$ cat src/rtl/dmem_pkg.sv
// dmem_pkg: definitions shared by the GPU data BlockRAM and its clients.
//   DMEM_DATA_WIDTH / DMEM_ADDR_WIDTH : word width and word-address width.
//   ST_*                              : burst reader state encoding.
package dmem_pkg;

  localparam int DMEM_DATA_WIDTH = 32;
  localparam int DMEM_ADDR_WIDTH = 15;

  localparam logic [1:0] ST_IDLE  = 2'd0;
  localparam logic [1:0] ST_ISSUE = 2'd1;
  localparam logic [1:0] ST_DRAIN = 2'd2;
  localparam logic [1:0] ST_DONE  = 2'd3;

endpackage

$ cat src/rtl/dmem_rd_fifo.sv
// dmem_rd_fifo: synchronous return-data FIFO for the burst reader.
//   i_CLK, i_RST      : clock, synchronous active-high reset (empties FIFO)
//   i_PUSH/i_PUSH_DATA: write one word
//   i_POP             : drop the head word
//   o_HEAD            : head word (valid while o_EMPTY is low)
//   o_COUNT/o_FULL/o_EMPTY : occupancy status
// Push and pop may happen in the same cycle, also when full.
module dmem_rd_fifo #(
  parameter int DATA_WIDTH = 32,
  parameter int FIFO_DEPTH = 4
) (
  input  logic                          i_CLK,
  input  logic                          i_RST,
  input  logic                          i_PUSH,
  input  logic [DATA_WIDTH-1:0]         i_PUSH_DATA,
  input  logic                          i_POP,
  output logic [DATA_WIDTH-1:0]         o_HEAD,
  output logic [$clog2(FIFO_DEPTH):0]   o_COUNT,
  output logic                          o_FULL,
  output logic                          o_EMPTY
);

  localparam int AW = $clog2(FIFO_DEPTH);
  localparam int CW = AW + 1;

  logic [DATA_WIDTH-1:0] mem [FIFO_DEPTH];
  logic [AW-1:0]         wr_ptr;
  logic [AW-1:0]         rd_ptr;
  logic [CW-1:0]         count;

  // Storage is not reset; the head is only meaningful while non-empty.
  always_ff @(posedge i_CLK) begin
    if (i_PUSH) mem[wr_ptr] <= i_PUSH_DATA;
  end

  always_ff @(posedge i_CLK) begin
    if (i_RST) begin
      wr_ptr <= '0;
      rd_ptr <= '0;
      count  <= '0;
    end else begin
      if (i_PUSH) wr_ptr <= wr_ptr + AW'(1);
      if (i_POP)  rd_ptr <= rd_ptr + AW'(1);
      case ({i_PUSH, i_POP})
        2'b10:   count <= count + CW'(1);
        2'b01:   count <= count - CW'(1);
        default: count <= count;
      endcase
    end
  end

  assign o_HEAD  = mem[rd_ptr];
  assign o_COUNT = count;
  assign o_FULL  = (count == CW'(FIFO_DEPTH));
  assign o_EMPTY = (count == '0);

endmodule

$ cat src/rtl/dmem_burst_reader.sv
// dmem_burst_reader: sequential burst reads from the shared data BlockRAM,
// returned on a valid/ready stream with full backpressure.
//   i_CLK, i_RST              : memory clock, synchronous active-high reset
//   i_START/i_BASE_ADDR/i_LEN : burst request, sampled only in IDLE
//   o_BUSY                    : burst in progress (ISSUE or DRAIN)
//   o_DONE                    : one-cycle completion pulse
//   o_MEM_EN/o_MEM_ADDR       : registered read request, data one cycle later
//   i_MEM_RDATA               : read data from the memory
//   o_DATA/o_VALID/i_READY    : output stream; o_LAST marks the final word
module dmem_burst_reader
  import dmem_pkg::*;
#(
  parameter int DATA_WIDTH = DMEM_DATA_WIDTH,
  parameter int ADDR_WIDTH = DMEM_ADDR_WIDTH,
  parameter int LEN_WIDTH  = 16,
  parameter int FIFO_DEPTH = 4
) (
  input  logic                  i_CLK,
  input  logic                  i_RST,
  input  logic                  i_START,
  input  logic [ADDR_WIDTH-1:0] i_BASE_ADDR,
  input  logic [LEN_WIDTH-1:0]  i_LEN,
  output logic                  o_BUSY,
  output logic                  o_DONE,
  output logic                  o_MEM_EN,
  output logic [ADDR_WIDTH-1:0] o_MEM_ADDR,
  input  logic [DATA_WIDTH-1:0] i_MEM_RDATA,
  output logic [DATA_WIDTH-1:0] o_DATA,
  output logic                  o_VALID,
  input  logic                  i_READY,
  output logic                  o_LAST
);

  localparam int CW  = $clog2(FIFO_DEPTH) + 1;
  localparam int CW1 = CW + 1;

  logic [1:0]            state;
  logic [LEN_WIDTH-1:0]  issue_left;
  logic [LEN_WIDTH-1:0]  beat_left;
  logic                  rd_pend;
  logic                  beat;
  logic                  issue;
  logic [CW1-1:0]        committed;

  logic [DATA_WIDTH-1:0] fifo_head;
  logic [CW-1:0]         fifo_count;
  logic                  fifo_full;
  logic                  fifo_empty;

  dmem_rd_fifo #(
    .DATA_WIDTH (DATA_WIDTH),
    .FIFO_DEPTH (FIFO_DEPTH)
  ) u_fifo (
    .i_CLK       (i_CLK),
    .i_RST       (i_RST),
    .i_PUSH      (rd_pend),
    .i_PUSH_DATA (i_MEM_RDATA),
    .i_POP       (beat),
    .o_HEAD      (fifo_head),
    .o_COUNT     (fifo_count),
    .o_FULL      (fifo_full),
    .o_EMPTY     (fifo_empty)
  );

  assign o_VALID = ~fifo_empty;
  assign beat    = o_VALID & i_READY;
  assign o_DATA  = o_VALID ? fifo_head : '0;
  assign o_LAST  = o_VALID & (beat_left == LEN_WIDTH'(1));
  assign o_BUSY  = (state == ST_ISSUE) | (state == ST_DRAIN);
  assign o_DONE  = (state == ST_DONE);

  // Entries that will occupy the FIFO after this edge: buffered words plus
  // the read returning now plus the read issued last cycle, minus a pop.
  // Counting the pop lets issue resume the cycle after a beat is accepted.
  always_comb begin
    committed = CW1'(fifo_count) + CW1'(rd_pend) + CW1'(o_MEM_EN) - CW1'(beat);
  end

  assign issue = (state == ST_ISSUE) && (issue_left != '0) &&
                 (committed < CW1'(FIFO_DEPTH));

  always_ff @(posedge i_CLK) begin
    if (i_RST) begin
      state      <= ST_IDLE;
      o_MEM_EN   <= 1'b0;
      o_MEM_ADDR <= '0;
      issue_left <= '0;
      beat_left  <= '0;
      rd_pend    <= 1'b0;
    end else begin
      // Credit accounting makes a write into a full FIFO without a pop impossible.
      assert (!(fifo_full && rd_pend && !beat));
      rd_pend  <= o_MEM_EN;
      o_MEM_EN <= 1'b0;
      if (beat) beat_left <= beat_left - LEN_WIDTH'(1);
      case (state)
        ST_IDLE: begin
          if (i_START) begin
            beat_left <= i_LEN;
            if (i_LEN == '0) begin
              state <= ST_DONE;
            end else begin
              // First read goes out on the start edge to meet the 3-cycle latency.
              state      <= ST_ISSUE;
              o_MEM_EN   <= 1'b1;
              o_MEM_ADDR <= i_BASE_ADDR;
              issue_left <= i_LEN - LEN_WIDTH'(1);
            end
          end
        end
        ST_ISSUE: begin
          if (issue) begin
            o_MEM_EN   <= 1'b1;
            o_MEM_ADDR <= o_MEM_ADDR + ADDR_WIDTH'(1);
            issue_left <= issue_left - LEN_WIDTH'(1);
          end
          if ((issue_left == '0) || (issue && (issue_left == LEN_WIDTH'(1))))
            state <= ST_DRAIN;
        end
        ST_DRAIN: begin
          if (beat && (beat_left == LEN_WIDTH'(1))) state <= ST_DONE;
        end
        ST_DONE:  state <= ST_IDLE;
        default:  state <= ST_IDLE;
      endcase
    end
  end

endmodule

$ cat config.mk
export PLATFORM = sky130hd
export DESIGN_NAME = dmem_burst_reader
export DESIGN_NICKNAME = d
export VERILOG_FILES = /design/src/rtl/dmem_pkg.sv /design/src/rtl/dmem_rd_fifo.sv /design/src/rtl/dmem_burst_reader.sv
export SDC_FILE = /design/constraint.sdc
export NUM_CORES = 1
export LEC_CHECK = 0
export CAP_MARGIN = 10
export CORE_ASPECT_RATIO = 2
export CORE_MARGIN = 2
export CORE_UTILIZATION = 55
export DETAILED_ROUTE_END_ITERATION = 10
export MAX_ROUTING_LAYER = met4
export PLACE_DENSITY = 0.8
export SYNTH_ARGS = -nofsm -noshare
export SYNTH_HDL_FRONTEND = slang
export SYNTH_SLANG_ARGS = --single-unit
$ cat constraint.sdc
create_clock -name i_CLK -period 3.1 [get_ports i_CLK]
set_input_delay 0.31 -clock i_CLK [delete_from_list [all_inputs] [get_ports i_CLK]]
set_output_delay 0.31 -clock i_CLK [all_outputs]
set_load 0.03 [all_outputs]
---- After elaboration in Yosys (flattened, before gate mapping) ----
Memory sizes are Yosys's and may differ from the RTL's. A register that Yosys moved wholly into a read port is not among the register bits.
Index checks and enable logic that the tools add are counted.
W data, S select, Z words.
operators by class
  $add $sub $neg .......................... 11
  bitwise gates (word level) .............. 4
  equality and inequality tests ........... 12
  magnitude comparators ................... 1
  multiplexer cells ....................... 26
  reductions and logical operators ........ 14
operators by type and width
  cell                     count
  $mux W16                 6
  $sub A16 B1 Y16 const B  3
  $mux W15                 3
  $eq A16 B1 Y1 const B    2
  $logic_not A16 Y1        2
  $mux W32                 1
  $pmux W16 S2             1
  $pmux W15 S2             1
  $reduce_bool A16 Y1      1
  $add A15 B1 Y15 const B  1
  $mux W2                  6
  $pmux W2 S4              1
  $eq A2 B2 Y1 const B     3
  $ne A2 B2 Y1 const B     3
  $pmux W3 S2              1
  $mux W1                  5
  $add A2 B1 Y2 const B    2
  $add A3 B1 Y4            1
  $add A4 B1 Y4            1
  $eq A2 B1 Y1 const B     2
  $logic_and A1 B1 Y1      4
  $lt A4 B3 Y1 const B     1
  $ne A2 B1 Y1 const B     2
  $reduce_and A4 Y1        1
  12 further kinds         14
word-level totals
  RAM bits ................................ 128
  bits of input ports ..................... 67
  memories kept ........................... 1
  logic and storage cells ................. 78
  register bits after elaboration ......... 58
memory list
  memory      depth  width  read ports  clocked after memory_dff  wr ports  line                text
  u_fifo.mem  4      32     1           1                         1         dmem_rd_fifo.sv:26  logic [DATA_WIDTH-1:0] mem [FIFO_DEPTH];

---- Longest topological paths before layout ----
Gate-level depths: netlist of the first run.
  depth in word-level cells ............... 10
  gate-level depth with buffers ........... 11
  depth with buffers taken out ............ 9

---- Cells and area by module ----
A second synthesis of the first run with hierarchy kept.
second synthesis, totals
  cells, all modules ...................... 692
  area, all modules ....................... 8702.1 um2
by module, submodules not included
  module             area each (um2)  sequential area each (um2)  times used  cells an instance
  dmem_rd_fifo       5092.4           4023.9                      1           214
  dmem_burst_reader  3609.7           1021.0                      1           478

---- Least setup slack after synthesis of the first run ----
No wires, ideal clock.
  kind .................................... register -> register
  from .................................... reg u_fifo.count[0], in the netlist u_fifo.o_COUNT[0]
  to ...................................... reg issue_left[12]
  cell stages (with the launch flop) ...... 11
  setup time .............................. 116 ps
  buffers on the path ..................... 1
  required time ........................... 2984 ps
  period minus slack after synthesis ...... 2827 ps
  path slack .............................. 273 ps
  arrival time ............................ 2711 ps
  cell sequence ........................... dfxtp_1 > o31a_1 > xor2_1 > ha_1 > a21o_1 > and3b_4 > or4_4 > o21ai_4 > buf_6 > nand3_1 > a31o_2
between the ends
  longest elaborated chain between the ends .. 8
  elaborated cells on any way between the ends .. 10
  classes of those cells .................. add/sub: 3; order compare: 1; eq/ne: 1; bitwise: 2; reduce/logical: 3
ends and longest elaborated chain
  item                                                   line                      text
  from (decl)                                            dmem_rd_fifo.sv:29        logic [CW-1:0] count;
  from (signal assigned)                                 dmem_rd_fifo.sv:45        2'b10: count <= count + CW'(1);
  from (signal assigned)                                 dmem_rd_fifo.sv:46        2'b01: count <= count - CW'(1);
  from (signal assigned)                                 dmem_rd_fifo.sv:47        default: count <= count;
  branches (longest 3 deep; another with $add A3 B1 Y4)  --
  $sub A4 B1 Y4 (*)                                      dmem_burst_reader.sv:76   committed = CW1'(fifo_count) + CW1'(rd_pend) + CW1'(o_MEM_EN) - CW1'(beat);
  $lt A4 B3 Y1 (*)                                       dmem_burst_reader.sv:80   (committed < CW1'(FIFO_DEPTH));
  $logic_and A1 B1 Y1 (*)                                dmem_burst_reader.sv:79   assign issue = (state == ST_ISSUE) && (issue_left != '0) &&
  $ne A2 B2 Y1 (no source line) (*)                      --
  $reduce_and A4 Y1 (no source line) (*)                 --
  to (signal assigned)                                   dmem_burst_reader.sv:107  issue_left <= i_LEN - LEN_WIDTH'(1);
  to (signal assigned)                                   dmem_burst_reader.sv:115  issue_left <= issue_left - LEN_WIDTH'(1);
  to (decl)                                              dmem_burst_reader.sv:38   logic [LEN_WIDTH-1:0] issue_left;
Every way passes the cells marked *.
A chain may end at the register's enable or synchronous reset.

---- Worst setup path in the final report of the first run ----
  from .................................... reg u_fifo.count[0], in the netlist u_fifo.o_COUNT[0]
  to ...................................... reg issue_left[13]
Same word-level chain as after synthesis.

==> impl_metrics.csv, run 1 <==
group,metric,value,unit
outcome,status,"finished clean",
finish,layout-drive-gt1-share,13.5,%
floorplanning,die-area,17200,µm²
setup_path,worst_setup_path_start_kind,"flop",
flow_run,drv_cap,0,
yosys,yosysWarnings,0,
timing,hold_viol,0,
floorplanning,core,15800,µm²
floorplanning,die_x,93.8,µm
grt,overflow,0,
setup_path,critical-path-max-stage-delay,550,ps
setup_path,path_class,"reg -> reg",
yosys,netlist_instances,718,
worst_hold_path,hold_class,"reg -> reg",
timing,fmax,344,MHz
grt,grt_pass1_vias,6811,
clocking,holdBufCountCts,0,
clocking,cts_buffer_depth,2,
placement,globalplace.congestion,1.01,
floorplanning,num_rows,65,
yosys,async_flop_share,0,%
route,drcViolationCount,0,
placement,dpl_cell_area,10400,µm²
clocking,cts_tree,"built",
clocking,cts-root-buf,"clkbuf_16",
setup_path,cp.arrival,3240,ps
grt,grt_usage,27.8,%
route,drt_pass1_iterations,6,
clocking,path_clk_slew,70,ps
timing,drv_slew,0,
setup_path,end_kind,"flop",
yosys,syn-num-nets,803,
pwr,leakagePower,0.00369,µW
timing,finalCriticalPeriod,2910,ps
finish,n_antenna_cell,0,
pwr,irDropWorstVdd,601,µV
grt,antenna_found_initial,0,
grt,grt_pass1_wl,35100,µm
timing,fin_skew,7.05,ps
route,ant_nets,0,
setup_path,path_max_fanout,6,
setup_path,cp.required,3430,ps
setup_path,critPathMostFrequentCell,"buf_4",
finish,nets,934,
route,routed_via_density,6.13,
finish,multiInputGateArea,3550,µm²
finish,finalInstanceArea,11000,µm²
yosys,synth_area,8880,µm²
finish,areaGrowthSynthToFinish,24.0,%
timing,worstMarginPinSlew,886,ps
yosys,synth-seq-cells,188,
route,drt-wirelength-per-cell,21.4,µm
timing,slew_headroom,40.8,%
timing,fin_crit_sh,93.8,%
timing,rsz0062_at_grt,"no",
setup_path,worstPathCellList,"o31a_1 -> xor2_1 -> ha_1 -> a21o_1 -> and3b_4 -> or4_4 -> nor2_1 -> buf_4 -> buf_4 -> a31oi_1 -> o32ai_1",
yosys,synth_ff_type,"edfxtp_1",
setup_path,critical_path.slowest_cell,"or4_4",
route,vias,6519,
pwr,power_density,953,nW/µm²
yosys,synth.distinct_cells,66,
placement,io_buffers,118,
finish,nFillCells,1116,
clocking,cts_inserted_buffers,17,
floorplanning,start_util,56.3,%
timing,finalSetupViolCount,0,
floorplanning,die_y,184,µm
grt,grt_max_degree,49,
clocking,insertion_delay,430,ps
yosys,yosysSeqAreaShare,56.8,%
yosys,avgSynthCellArea,12.4,µm²
route,wl,22700,µm
clocking,htree_levels,4,
finish,area.sequential,5050,µm²
floorplanning,io_pins,119,
timing,setup_tns,0,ps
clocking,cts_sinks,188,
yosys,synth-edff-count,128,
route,drt-initial-drc-count,475,
placement,hpwl,16200,µm
==> metrics by stage <==
stage,instances,total power [µW],util (%),worst slack (ps),hold slack (ps)
6_report,1063,10500,69.8,193,504
5_1_grt,1063,11000,69.8,43.1,522
4_1_cts,1063,10500,69.8,193,504
3_5_place_dp,1031,8310,66.0,-131,489
3_3_place_gp,1031,8160,66.0,-90.6,486
2_1_floorplan,718,6430,-,273,409
==> sequential cells by signal, summed over array words and instances, names as in the netlist, named ones only <==
register / flops
state: 2
u_fifo.rd_ptr: 2
u_fifo.mem: 128
o_MEM_ADDR: 15
rd_pend: 1
u_fifo.o_COUNT: 3
issue_left: 16
o_MEM_EN: 1
u_fifo.wr_ptr: 2
beat_left: 16
==> worst paths after layout <==
check             cells after the start         startpoint  slack [ps]              to
setup reg to reg                     11  u_fifo.o_COUNT[0]         190  issue_left[13]
setup / recovery                     11  u_fifo.o_COUNT[0]         190  issue_left[13]
hold / removal                        1           o_MEM_EN         500         rd_pend
hold reg to reg                       1           o_MEM_EN         500         rd_pend
==> where the power goes <==
part | total (µW) | internal (µW) | switching (µW)
logic | 5010 | 2110 | 2900
registers | 3290 | 2990 | 302
clock network | 2190 | 1270 | 911
==> kinds of logic (layout without fill, tap and decap cells) <==
family,count (synthesis),after routing,synth area share (%)
fa+ha+maj,18,18,2.62
buf+inv,64,208,3.18
compound gates,146,146,11.2
mux,37,37,8.68
xor+xnor,31,31,3.06
simple gates,234,234,14.4
flops,188,188,56.8
==> cells in the final DEF (no fill, tap or decap), drive strengths merged, types with 6 or more instances in the layout <==
master           n
edfxtp         128
nor2            55
dfxtp           60
clkbuf          19
and2            39
xnor2           20
nor4            17
o32ai           12
o21ai           33
nand3           19
a211oi          16
mux4            32
clkdlybuf4s50  118
nor3            16
inv             25
ha              17
nand2           42
a21oi           33
o31ai           10
a31oi            8
xor2            11
nor2b            6
nand4            6
buf             37
o211ai           7
==> Yosys cell counts (3+ instances only) <==
library cell	number	area share [%]
buf_1	5	0.21
xnor2_1	20	2.0
and3_1	5	0.35
edfxtp_1	128	43
nand2_1	40	1.7
nand2b_1	4	0.28
nand3_1	19	1.1
o32ai_1	11	1.1
inv_1	21	0.89
o211ai_1	7	0.59
nor4_1	14	0.99
ha_1	17	2.4
mux2i_1	5	0.56
o31ai_1	10	0.85
nand4_1	6	0.42
a311oi_1	3	0.30
buf_6	4	0.51
nor3_1	16	0.90
a211oi_1	15	1.3
clkbuf_1	26	1.1
nor2_1	55	2.3
mux4_2	32	8.1
a22oi_1	5	0.42
and2_1	39	2.7
buf_2	7	0.39
dfxtp_1	60	14
nor2b_1	6	0.42
nor4_4	3	0.72
a31oi_1	8	0.56
o21ai_0	31	1.7
xor2_1	11	1.1
a21oi_1	32	1.8
nand4b_1	3	0.30
o311ai_0	4	0.39
or3_1	5	0.35
==> critical path: cells and delay by family, from the launching register on <==
family | cells | cell delay, ps
XOR/XNOR | 1 | 190
AO/OA/AOI/OAI | 4 | 680
flip-flops | 1 | 350
AND/OR/NAND/NOR | 3 | 1050
buffers and inverters | 2 | 280
adder cells (fa/ha/maj) | 1 | 260
==> per-layer routing <==
metal,routed length [µm],track usage (%),vias up
met5,0,-,-
li1,-,-,2993
met3,1050,4.80,76
met4,1100,15.1,0
met1,7530,25.6,3180
met2,13100,52.5,270
==> final cells by class <==
cell class | count | share of cell area, %
Inverter | 21 | 0.716
Timing Repair Buffer | 155 | 13.5
Clock inverter | 13 | 1.48
Multi-Input combinational cell | 466 | 32.3
Tap cell | 201 | 2.28
Sequential cell | 188 | 45.8
Clock buffer | 19 | 3.93
==> timing repair <==
| item | CTS | global route |
|---|---|---|
| gates resized for setup | 1 | 0 |
| buffers inserted | 0 | 0 |
| endpoints found under the setup margin | 1 | 0 |
(Power assumes the default switching activity.)
==> run 2, diff against run 1 <==
--- a/constraint.sdc
+++ b/constraint.sdc
@@ -3,2 +3,2 @@
 set_output_delay 0.31 -clock i_CLK [all_outputs]
-set_load 0.03 [all_outputs]
+set_load 0.005 [all_outputs]
==> impl_metrics.csv, run 2 (same netlist as run 1, synthesis figures left out) <==
group,metric,value,unit
outcome,status,"finished clean",
route,drt-wirelength-per-cell,21.9,µm
timing,worstMarginPinSlew,867,ps
floorplanning,num_rows,65,
finish,layout-drive-gt1-share,14.1,%
finish,finalInstanceArea,11000,µm²
setup_path,critical_path.slowest_cell,"o311ai_0",
grt,grt_max_degree,46,
floorplanning,die-area,17200,µm²
route,routed_via_density,6.08,
clocking,cts_resized,0,
floorplanning,io_pins,119,
pwr,irDropWorstVdd,505,µV
finish,final_cell_mix,"edfxtp_1, clkdlybuf4s50_1, dfxtp_1",
grt,overflow,0,
worst_hold_path,hold_class,"reg -> reg",
finish,n_antenna_cell,0,
clocking,cts-root-buf,"clkbuf_16",
timing,fin_crit_sh,94.0,%
grt,grt_pass1_wl,36300,µm
timing,fmax,343,MHz
placement,globalplace.congestion,1.04,
route,wl,23400,µm
route,ant_nets,0,
grt,grt_usage,28.9,%
route,drt-initial-drc-count,361,
floorplanning,die_y,184,µm
clocking,htree_levels,4,
floorplanning,die_x,93.8,µm
setup_path,end_kind,"flop",
clocking,holdBufCountCts,0,
clocking,cts_inserted_buffers,17,
grt,antenna_found_initial,0,
pwr,power_density,881,nW/µm²
setup_path,path_max_fanout,16,
timing,finalCriticalPeriod,2910,ps
clocking,path_clk_slew,70,ps
finish,areaGrowthSynthToFinish,24.2,%
clocking,cts_setup_buffers,0,
clocking,cts_buffer_depth,2,
clocking,insertion_delay,430,ps
finish,largest_register_ff_count,128,
finish,final_cells,1069,
timing,whs,504,ps
placement,io_buffers,118,
route,drcViolationCount,0,
placement,dpl_cell_area,10500,µm²
floorplanning,core,15800,µm²
clocking,cts_sinks,188,
setup_path,crit_family,"compound AO/OA/AOI/OAI gates",
flow_run,drv_cap,0,
setup_path,cp.required,3390,ps
setup_path,critical-path-max-stage-delay,380,ps
setup_path,cp_num_buf_inv,2,
placement,placed_cells,1038,
finish,largestRegisters,"u_fifo.mem x128, beat_left x16, issue_left x16",
clocking,cts_tree,"built",
finish,nets,941,
timing,slew_headroom,42.1,%
timing,rsz0062_at_grt,"no",
route,drt_pass1_iterations,5,
setup_path,worst_setup_path_start_kind,"flop",
setup_path,cp.arrival,3210,ps
timing,fin_skew,10.6,ps
timing,hold_viol,0,
timing,finalSetupViolCount,0,
setup_path,worstPathCellList,"o31a_1 -> xor2_1 -> ha_1 -> a21o_1 -> and3b_4 -> buf_4 -> nor4_4 -> a21oi_4 -> buf_12 -> o311ai_0 -> o31ai_1",
grt,grt_pass1_vias,6877,
setup_path,path_class,"reg -> reg",
route,vias,6497,
finish,utilization,69.9,%
finish,final_common_cell,"edfxtp_1",
floorplanning,start_util,56.3,%
placement,hpwl,16800,µm
finish,regMostFlops,"u_fifo.mem",
setup_path,rrSetupSlack,190,ps
timing,drv_slew,0,
pwr,leakagePower,0.00370,µW
run 2: area by class of cell:
| type | count | area, µm² |
|---|---|---|
| clock buffers | 19 | 433 |
| clock inverters | 12 | 92.6 |
| fillers | 1093 | 4750 |
| inverters | 21 | 78.8 |
| multi-input cells | 466 | 3550 |
| flip-flops and latches | 188 | 5050 |
| well taps | 201 | 251 |
| repair buffers | 162 | 1570 |
run 2: where the power goes:
part	switching [µW]	internal, µW	total [µW]
Combinational	2240	2190	4430
Sequential	336	2990	3330
Clock	926	1030	1960
run 2: metal layers:
layer	vias up	share of wire [%]	track usage (%)
met5	-	0	-
met4	0	4.5	13.9
met3	55	4.3	4.35
met2	251	57	54.0
met1	3172	34	28.2
li1	3019	-	-
run 2: final timing paths:
check	start	end	depth (start not counted)
worst min register to register	issue_left[4]	issue_left[4]	2
worst max-delay path	u_fifo.o_COUNT[0]	o_MEM_ADDR[14]	11
worst max register to register	u_fifo.o_COUNT[0]	o_MEM_ADDR[14]	11
worst min-delay path	issue_left[4]	issue_left[4]	2
run 2: per-stage QoR:
| step | worst slack [ps] | setup TNS (ps) | power (µW) |
|---|---|---|---|
| after detailed placement | -136 | -1320 | 7790 |
| after global placement | -32.1 | -85.7 | 7680 |
| final | 188 | 0 | 9710 |
| after global routing | 46.0 | 0 | 10200 |
| after CTS | 193 | 0 | 9750 |
| after floorplan | 273 | 0 | 5790 |
run 2: worst min-delay path, stage by stage (launching register included):
cell	delay, ps
dfxtp_1	330
o31ai_1	70
a21oi_1	50
==> run 3, diff against run 2 <==
CORE_MARGIN = not set   (was 2)
SKIP_CTS_REPAIR_TIMING = 1   (was not set)
==> impl_metrics.csv, run 3 (same netlist as run 1, synthesis figures left out) <==
group,metric,value,unit
worst_hold_path,hp-start,"issue_left[4]",
setup_path,cp.arrival,3240,ps
worst_hold_path,hold_class,"reg -> reg",
route,ant_nets,0,
clocking,cts_sinks,188,
timing,rsz0062_at_grt,"no",
setup_path,path_class,"reg -> reg",
setup_path,cp.required,3430,ps
route,routed_via_density,6.20,
floorplanning,start_util,56.3,%
floorplanning,die_y,182,µm
placement,io_buffers,118,
grt,grt_max_degree,46,
timing,fin_crit_sh,94.0,%
setup_path,rr_startpoint,"u_fifo.o_COUNT[0]",
pwr,power_density,892,nW/µm²
timing,fmax,343,MHz
floorplanning,core,15800,µm²
flow_run,drv_cap,0,
route,drt-initial-drc-count,522,
timing,whs,505,ps
pwr,total_power,9810,µW
floorplanning,io_pins,119,
setup_path,worst_setup_path_start_kind,"flop",
outcome,status,"finished clean",
timing,worstMarginPinSlew,835,ps
finish,n_antenna_cell,0,
route,vias,6596,
clocking,path_clk_slew,70,ps
timing,finalSetupViolCount,0,
route,drt_pass1_iterations,6,
grt,grt_pass1_vias,6784,
grt,overflow,0,
route,drt-wirelength-per-cell,22.6,µm
timing,fin_skew,8.36,ps
setup_path,end_kind,"flop",
timing,drv_slew,0,
route,wl,24100,µm
placement,hpwl,16700,µm
finish,nets,935,
timing,finalCriticalPeriod,2910,ps
finish,largest_register_ff_count,128,
clocking,insertion_delay,430,ps
timing,slew_headroom,44.2,%
finish,final_common_cell,"edfxtp_1",
grt,grt_usage,30.8,%
clocking,cts_buffer_depth,2,
finish,layout-drive-gt1-share,13.4,%
grt,antenna_found_initial,0,
floorplanning,die-area,16700,µm²
grt,grt_pass1_wl,37100,µm
placement,globalplace.congestion,0.933,
setup_path,rrSetupSlack,190,ps
pwr,leakagePower,0.00368,µW
finish,largestRegisters,"u_fifo.mem x128, beat_left x16, issue_left x16",
worst_hold_path,min_path_cells,2,
clocking,cts_inserted_buffers,17,
finish,regMostFlops,"u_fifo.mem",
finish,final_cell_mix,"edfxtp_1, clkdlybuf4s50_1, dfxtp_1",
floorplanning,die_x,91.8,µm
clocking,cts-root-buf,"clkbuf_16",
setup_path,reg2reg_to,"issue_left[8]",
clocking,cts_tree,"built",
setup_path,path_max_fanout,13,
setup_path,crit_path_end,"issue_left[8]",
timing,hold_viol,0,
floorplanning,num_rows,65,
pwr,irDropWorstVdd,479,µV
setup_path,crit_path_start,"u_fifo.o_COUNT[0]",
finish,areaGrowthSynthToFinish,23.8,%
clocking,htree_levels,4,
setup_path,rr_worst_depth,9,
route,drcViolationCount,0,
[run 3: final cells by class]
class / instances / area [µm²]
clock buffer: 19 / 433
clock inverter: 13 / 140
fill: 1096 / 4790
inverter: 21 / 78.8
multi-input combinational: 466 / 3550
sequential: 188 / 5050
tap: 201 / 251
timing repair buffer: 156 / 1490
[run 3: power breakdown]
group | total (µW) | internal, µW | switching [µW]
logic | 4370 | 2110 | 2250
clock network | 2130 | 1190 | 936
registers | 3310 | 2990 | 316
total | 9810 | 6300 | 3500
[run 3: worst min-delay path by stage]
stage | to | slack, ps
after detailed placement | issue_left[4] | 490
after global routing | u_fifo.mem[2][17] | 500
final | issue_left[4] | 500
after CTS | u_fifo.mem[2][18] | 500
after floorplan | u_fifo.mem[0][0] | 410
after global placement | u_fifo.rd_ptr[1] | 490
[run 3: critical path, cell delays in order (launching register included)]
cell and delay (ps):
dfxtp_1 370, o31a_1 320, xor2_1 190, ha_1 260, a21o_1 170, and3b_4 190
or4_4 550, o21ai_4 260, nand2_4 170, o32ai_1 320
[run 3: per-layer routing]
| layer | track usage (%) | up-vias | share of wire (%) |
|---|---|---|---|
| li1 | - | 3002 | - |
| met1 | 29.5 | 3244 | 33 |
| met2 | 57.4 | 276 | 57 |
| met3 | 4.10 | 74 | 4.4 |
| met4 | 17.6 | 0 | 6.0 |
| met5 | - | - | 0 |
[run 3: stage by stage]
stage               TNS, ps  cells  util, %  instance area (µm²)  setup WS (ps)
global placement       -105   1032     66.0                10400          -41.8
CTS                       0   1064     69.7                11000            184
detailed placement    -1920   1032     66.0                10400           -146
finish                    0   1064     69.7                11000            186
global route              0   1064     69.7                11000           40.7
floorplan                 0    718        -                 8880            273
